==> config.mk <==
export PLATFORM = sky130hd
export DESIGN_NAME = tile_mover
export DESIGN_NICKNAME = d
export VERILOG_FILES = /design/src/rtl/tile_mover.sv
export SDC_FILE = /design/constraint.sdc
export NUM_CORES = 1
export LEC_CHECK = 0
export ABC_AREA = 1
export CAP_MARGIN = 10
export CORE_MARGIN = 2
export CORE_UTILIZATION = 35
export DETAILED_ROUTE_END_ITERATION = 16
export GPL_ROUTABILITY_DRIVEN = 1
export SLEW_MARGIN = 20
export SYNTH_ARGS = -nofsm -noshare
export SYNTH_HDL_FRONTEND = slang
export SYNTH_SLANG_ARGS = --single-unit
==> constraint.sdc <==
create_clock -name clk -period 4.9 [get_ports clk]
set_input_delay 0.49 -clock clk [delete_from_list [all_inputs] [get_ports clk]]
set_output_delay 0.49 -clock clk [all_outputs]
set_load 0.05 [all_outputs]
==> src/rtl/tile_mover.sv <==
// tile_mover: one-pixel-per-tick sprite motion with wall-map collision check.
// Each tick with a request probes the two leading-edge corner tiles of the
// candidate position through a registered wall-map ROM port and commits the
// step only if both tiles are clear.
// Optional build macro: TILE_MOVER_ANIM_EN enables the walk-animation frame
// counter; without it anim_frame is tied to 0.
//
// state  | meaning
// IDLE   | waiting for a movement tick; map_addr holds its last value
// RD_A   | corner A address on map_addr, ROM read in flight
// RD_B   | corner B address on map_addr, corner A bit arriving on map_bit
// DECIDE | corner B bit on map_bit; commit step or pulse blocked
module tile_mover #(
    parameter int MAP_W     = 40,
    parameter int MAP_H     = 40,
    parameter int TILE_LOG2 = 3,
    parameter int SPR       = 10,
    parameter int ORG_X     = 60,
    parameter int ORG_Y     = 30,
    parameter int CW        = 9,
    parameter int STEP_DIV  = 4194304,
    parameter int RESET_X   = 65,
    parameter int RESET_Y   = 125,
    localparam int AW       = $clog2(MAP_W * MAP_H)
) (
    input  logic          clk,
    input  logic          rst,
    input  logic          enable,
    input  logic          load,
    input  logic [CW-1:0] spawn_x,
    input  logic [CW-1:0] spawn_y,
    input  logic          dir_valid,
    input  logic [1:0]    dir,
    output logic [AW-1:0] map_addr,
    input  logic          map_bit,
    output logic [CW-1:0] pos_x,
    output logic [CW-1:0] pos_y,
    output logic [1:0]    facing,
    output logic [1:0]    anim_frame,
    output logic          blocked,
    output logic          busy
);

    localparam int TW = $clog2(STEP_DIV);
    localparam logic [TW-1:0] TICK_LAST = TW'(STEP_DIV - 1);

    localparam logic [CW:0] ORG_X_E = (CW+1)'(ORG_X);
    localparam logic [CW:0] ORG_Y_E = (CW+1)'(ORG_Y);
    localparam logic [CW:0] MAP_W_E = (CW+1)'(MAP_W);
    localparam logic [CW:0] MAP_H_E = (CW+1)'(MAP_H);
    localparam logic [CW:0] SPR_M1  = (CW+1)'(SPR - 1);

    typedef enum logic [1:0] {IDLE, RD_A, RD_B, DECIDE} state_t;

    state_t        state;
    logic [TW-1:0] tick_cnt;
    logic          tick;
    logic [CW-1:0] cand_x, cand_y;
    logic [CW-1:0] nx, ny;
    logic [AW:0]   probe_a, probe_b;
    logic          oob_a, oob_b;
    logic          wall_a;
    logic          wall_b;

    // Corner probe: returns {out_of_map, tile address}. Corner coordinates are
    // widened by one bit so x+SPR-1 cannot wrap and px<ORG shows up cleanly.
    function automatic logic [AW:0] probe(input logic [CW-1:0] x,
                                          input logic [CW-1:0] y,
                                          input logic [1:0]    d,
                                          input logic          second);
        logic          off_x, off_y;
        logic [CW:0]   px, py, dx, dy, col, row;
        logic          oob;
        case (d)
            2'd0:    begin off_x = second; off_y = 1'b0;   end
            2'd1:    begin off_x = 1'b0;   off_y = second; end
            2'd2:    begin off_x = second; off_y = 1'b1;   end
            default: begin off_x = 1'b1;   off_y = second; end
        endcase
        px  = {1'b0, x} + (off_x ? SPR_M1 : '0);
        py  = {1'b0, y} + (off_y ? SPR_M1 : '0);
        dx  = px - ORG_X_E;
        dy  = py - ORG_Y_E;
        col = dx >> TILE_LOG2;
        row = dy >> TILE_LOG2;
        oob = (px < ORG_X_E) || (py < ORG_Y_E) || (col >= MAP_W_E) || (row >= MAP_H_E);
        return {oob, AW'(row) * AW'(MAP_W) + AW'(col)};
    endfunction

    assign tick = (tick_cnt == TICK_LAST);

    // Corner B's ROM bit arrives during DECIDE, so it is used straight from
    // the port rather than registered again.
    assign wall_b = oob_b | map_bit;

    // Candidate position from the live request and the two corner probes.
    always_comb begin
        nx = pos_x;
        ny = pos_y;
        case (dir)
            2'd0:    ny = pos_y - CW'(1);
            2'd1:    nx = pos_x - CW'(1);
            2'd2:    ny = pos_y + CW'(1);
            default: nx = pos_x + CW'(1);
        endcase
        probe_a = probe(nx, ny, dir, 1'b0);
        probe_b = probe(cand_x, cand_y, facing, 1'b1);
    end

    // Free-running movement tick divider.
    always_ff @(posedge clk or posedge rst) begin
        if (rst)
            tick_cnt <= '0;
        else if (tick)
            tick_cnt <= '0;
        else
            tick_cnt <= tick_cnt + TW'(1);
    end

`ifdef TILE_MOVER_ANIM_EN
    logic [1:0] anim_q;
    assign anim_frame = anim_q;
`else
    assign anim_frame = 2'd0;
`endif

    // Collision-check sequencer and position/facing registers.
    always_ff @(posedge clk or posedge rst) begin
        if (rst) begin
            state    <= IDLE;
            pos_x    <= CW'(RESET_X);
            pos_y    <= CW'(RESET_Y);
            facing   <= 2'd3;
            blocked  <= 1'b0;
            busy     <= 1'b0;
            map_addr <= '0;
            cand_x   <= '0;
            cand_y   <= '0;
            oob_a    <= 1'b0;
            oob_b    <= 1'b0;
            wall_a   <= 1'b0;
`ifdef TILE_MOVER_ANIM_EN
            anim_q   <= 2'd0;
`endif
        end else begin
            blocked <= 1'b0;
            if (load) begin
                pos_x <= spawn_x;
                pos_y <= spawn_y;
                state <= IDLE;
                busy  <= 1'b0;
`ifdef TILE_MOVER_ANIM_EN
                anim_q <= 2'd0;
`endif
            end else begin
                case (state)
                    IDLE: begin
                        if (tick) begin
                            if (enable && dir_valid) begin
                                facing   <= dir;
                                cand_x   <= nx;
                                cand_y   <= ny;
                                map_addr <= probe_a[AW-1:0];
                                oob_a    <= probe_a[AW];
                                busy     <= 1'b1;
                                state    <= RD_A;
                            end else begin
`ifdef TILE_MOVER_ANIM_EN
                                anim_q <= 2'd0;
`endif
                            end
                        end
                    end
                    RD_A: begin
                        map_addr <= probe_b[AW-1:0];
                        oob_b    <= probe_b[AW];
                        state    <= RD_B;
                    end
                    RD_B: begin
                        wall_a <= oob_a | map_bit;
                        state  <= DECIDE;
                    end
                    default: begin
                        if (!wall_a && !wall_b) begin
                            pos_x <= cand_x;
                            pos_y <= cand_y;
`ifdef TILE_MOVER_ANIM_EN
                            anim_q <= (anim_q == 2'd1) ? 2'd2 : 2'd1;
`endif
                        end else begin
                            blocked <= 1'b1;
                        end
                        busy  <= 1'b0;
                        state <= IDLE;
                    end
                endcase
            end
        end
    end

endmodule

==> summary.md <==
| Metric | Value |
|---|---|
| Clock Path Buffers | 2 |
| Hpwl dp | 13400 um |
| Max Clock Freq | 222 MHz |
| CP Class | flop to flop |
| Crit. End Element | flop |
| Slew Viols, Final | 0 |
| Skew final | 0.0103 ns |
| Final setup fails | 0 |
| Number of global-route vias before repair | 6036 |
| Detailed-route DRC error count | 0 |
| Clock latency on the worst-skew pair | 0.35 ns |
| Total power | 0.00323 W |
| Mapped cell area | 0.00661 mm2 |
| Most frequent cell after synthesis | nand2_1 |
| Sequential share of the synthesized area | 0.297 |
| DR vias | 6306 |
| DIE AREA | 0.0200 mm2 |
| Share of the synthesized area in the top cell type | 0.257 |
| CTS buffer count | 9 |
| Warnings from Yosys | 0 |
| VDD IR-drop max | 0.202 mV |
| H-tree levels | 3 |
| Slew headroom | 0.277 |
| Busiest grt layer | met2 |
| GRT overflow | 0 |
| PortBufs | 58 |
| Chip height | 141 um |
| Share of layout cells above drive strength 1 | 0.158 |
| Distinct cells, synth | 52 |
| Final nets | 1179 |
| EDFF count, synth | 0 |
| Pwr dens | 381 mW/mm2 |
| I/O pins | 61 |
| Startpoint Class | flop |
| Slew @ Worst Pin | 1.08 ns |
| Final antenna-violating net count | 0 |
| Sum Neg Setup Slack | 0 ns |
| Asr flop ratio synth | 1.00 |
| Antenna diode count | 0 |
| GRT Util Overall | 0.175 |
| Met3 global-route usage | 0.0287 |
| Main flop type after synthesis | dfrtp_1 |
| Pre-Repair DR Iteration Count | 5 |
| Synthesized area per cell | 6.88 um2 |
| Pin count of the biggest net entering global routing | 53 |
| Area contributors post-synth | dfrtp_1, nand2_1, ha_1 |
| GRT met1 Usage | 0.235 |
| Final hold violations | 0 |
| Hold Buf Count CTS | 0 |
| Max-Cap Viols | 0 |
| Initial antenna violation count | 0 |
| Die W | 141 um |
| Vias per cell | 4.73 |
| FF-to-FF setup slack | 0.40 ns |
| CTS sink count | 78 |
| Placer congestion estimate | 0.835 |
| Arr. time, crit path | 4.78 ns |
| First-pass GRT wire length | 28300 um |
| Status | completed |
| M2 GR Usage | 0.298 |
| # rows | 50 |
| Final Cycle Share | 0.918 |
| Root buffer cell | clkbuf_16 |
| Tmin final | 4.50 ns |
| Initial drt markers | 296 |
| Starting Density | 0.354 |
| Clock transition at path regs | 0.07 ns |
| WL final | 17000 um |
| CTS tree | yes |
| Crit path max fanout | 5 |
| Wire per inst | 12.8 um |
| Syn Inst Count | 961 |
| Dominant cell type by area after synthesis | dfrtp_1 |
| Yosys reg bits | 78 |
| Area grow syn2layout | 28.3% |
| Min-Delay Path Class | flop to flop |
| P_leak | 4.40 nW |
| RSZ-0062 raised after global routing | false |
| Worst EP required | 5.18 ns |
| Top cells by count, synth | nand2_1, inv_1, nor2_1 |
| Core Box Area | 0.0186 mm2 |
| Fill cell count | 1934 |
==> layout by cell type (no fill, tap or decap), types with 10 or more instances in the layout <==
cell type        instances
nor2_2                  10
nor2_1                  73
xor2_1                  23
buf_4                   77
ha_1                    47
dfstp_2                 10
xnor2_1                 10
nand2_1                270
dfrtp_1                 68
a21oi_1                 23
clkdlybuf4s50_1         56
inv_1                  162
o21ai_0                 45
nand4_1                 18
nand3_1                 66
==> per-layer routing <==
layer,routed length (um),vias up
li1,-,3351
met5,0,-
met3,563,13
met2,7810,104
met4,163,0
met1,8500,2838
==> registers in the layout, indices dropped and copies added, names as in the netlist <==
signal    count
wall_a        1
pos_y         9
cand_y        9
oob_a         1
busy          1
pos_x         9
blocked       1
tick_cnt     22
oob_b         1
map_addr     11
facing        2
state         2
cand_x        9
==> final timing paths <==
check                                      start                        to  depth (start not counted)
setup / recovery            pos_y[0]$_DFFE_PP1P_  map_addr[10]$_DFFE_PP0P_                         26
hold / removal             tick_cnt[0]$_DFF_PP0_     tick_cnt[0]$_DFF_PP0_                          1
setup reg to reg            pos_y[0]$_DFFE_PP1P_  map_addr[10]$_DFFE_PP0P_                         26
hold reg to reg            tick_cnt[0]$_DFF_PP0_     tick_cnt[0]$_DFF_PP0_                          1
max in group asynchronous                    rst      pos_y[6]$_DFFE_PP1P_                          3
min in group asynchronous                    rst     cand_x[6]$_DFFE_PP0P_                          2
==> final cells by class <==
class	instances	area, um2	share of cell area
Clock inverter	7	80.1	0.00945
Inverter	170	641	0.0756
Clock buffer	9	225	0.0266
Timing Repair Buffer	137	1190	0.141
Tap cell	234	293	0.0345
Sequential cell	78	1960	0.232
Multi-Input combinational cell	699	4080	0.481
==> worst max-delay path, cell delays in order, from the launching register on <==
cell	delay [ns]
dfstp_2	0.59
inv_1	0.12
fa_1	0.54
nand2_1	0.07
o21ai_2	0.08
inv_1	0.09
ha_2	0.34
nand3_2	0.09
nor2_2	0.10
nand3_2	0.12
nand3_4	0.12
inv_1	0.04
or2_2	0.32
ha_4	0.16
ha_1	0.27
ha_1	0.27
inv_1	0.05
or2_2	0.30
a21boi_1	0.12
inv_1	0.06
nor2_1	0.08
inv_1	0.06
nor2_2	0.09
inv_1	0.04
nand2_1	0.05
nand3_1	0.07
a21oi_2	0.15
==> cell families after synthesis <==
kind of cell	count (synthesis)	share of synthesized area
simple gates	489	0.326
buf+inv	185	0.108
compound gates	117	0.107
flops	78	0.297
fa+ha+maj	58	0.117
xor+xnor	33	0.0437
other cells	1	0.000567
==> per-stage QoR <==
| step | hold WS [ns] | utilization | setup WS, ns | area, um2 | std cells |
|---|---|---|---|---|---|
| 6_report | 0.474 | 0.455 | 0.400 | 8480 | 1334 |
| 5_1_grt | 0.510 | 0.455 | 0.112 | 8480 | 1334 |
| 4_1_cts | 0.473 | 0.447 | 0.00409 | 8330 | 1334 |
| 3_5_place_dp | 0.463 | 0.430 | -0.381 | 8010 | 1317 |
| 3_3_place_gp | 0.455 | 0.430 | -0.237 | 8010 | 1317 |
| 2_1_floorplan | 0.433 | - | 0.227 | 6610 | 962 |
==> power breakdown <==
group	leakage (nW)	total, W	internal, W	switching (W)
sequential	0.940	0.000786	0.000728	0.0000572
clock	0.148	0.000717	0.000403	0.000314
combinational	3.31	0.00172	0.000704	0.00102
total	4.40	0.00323	0.00183	0.00139
==> what timing repair did <==
| item | 4_1_cts | 5_1_grt |
|---|---|---|
| pin swaps | 1 | 6 |
| setup endpoints to repair | 1 | 5 |
| setup buffers | 1 | 0 |
| gates resized for setup | 0 | 35 |
Power figures use the tool's default switching activity.
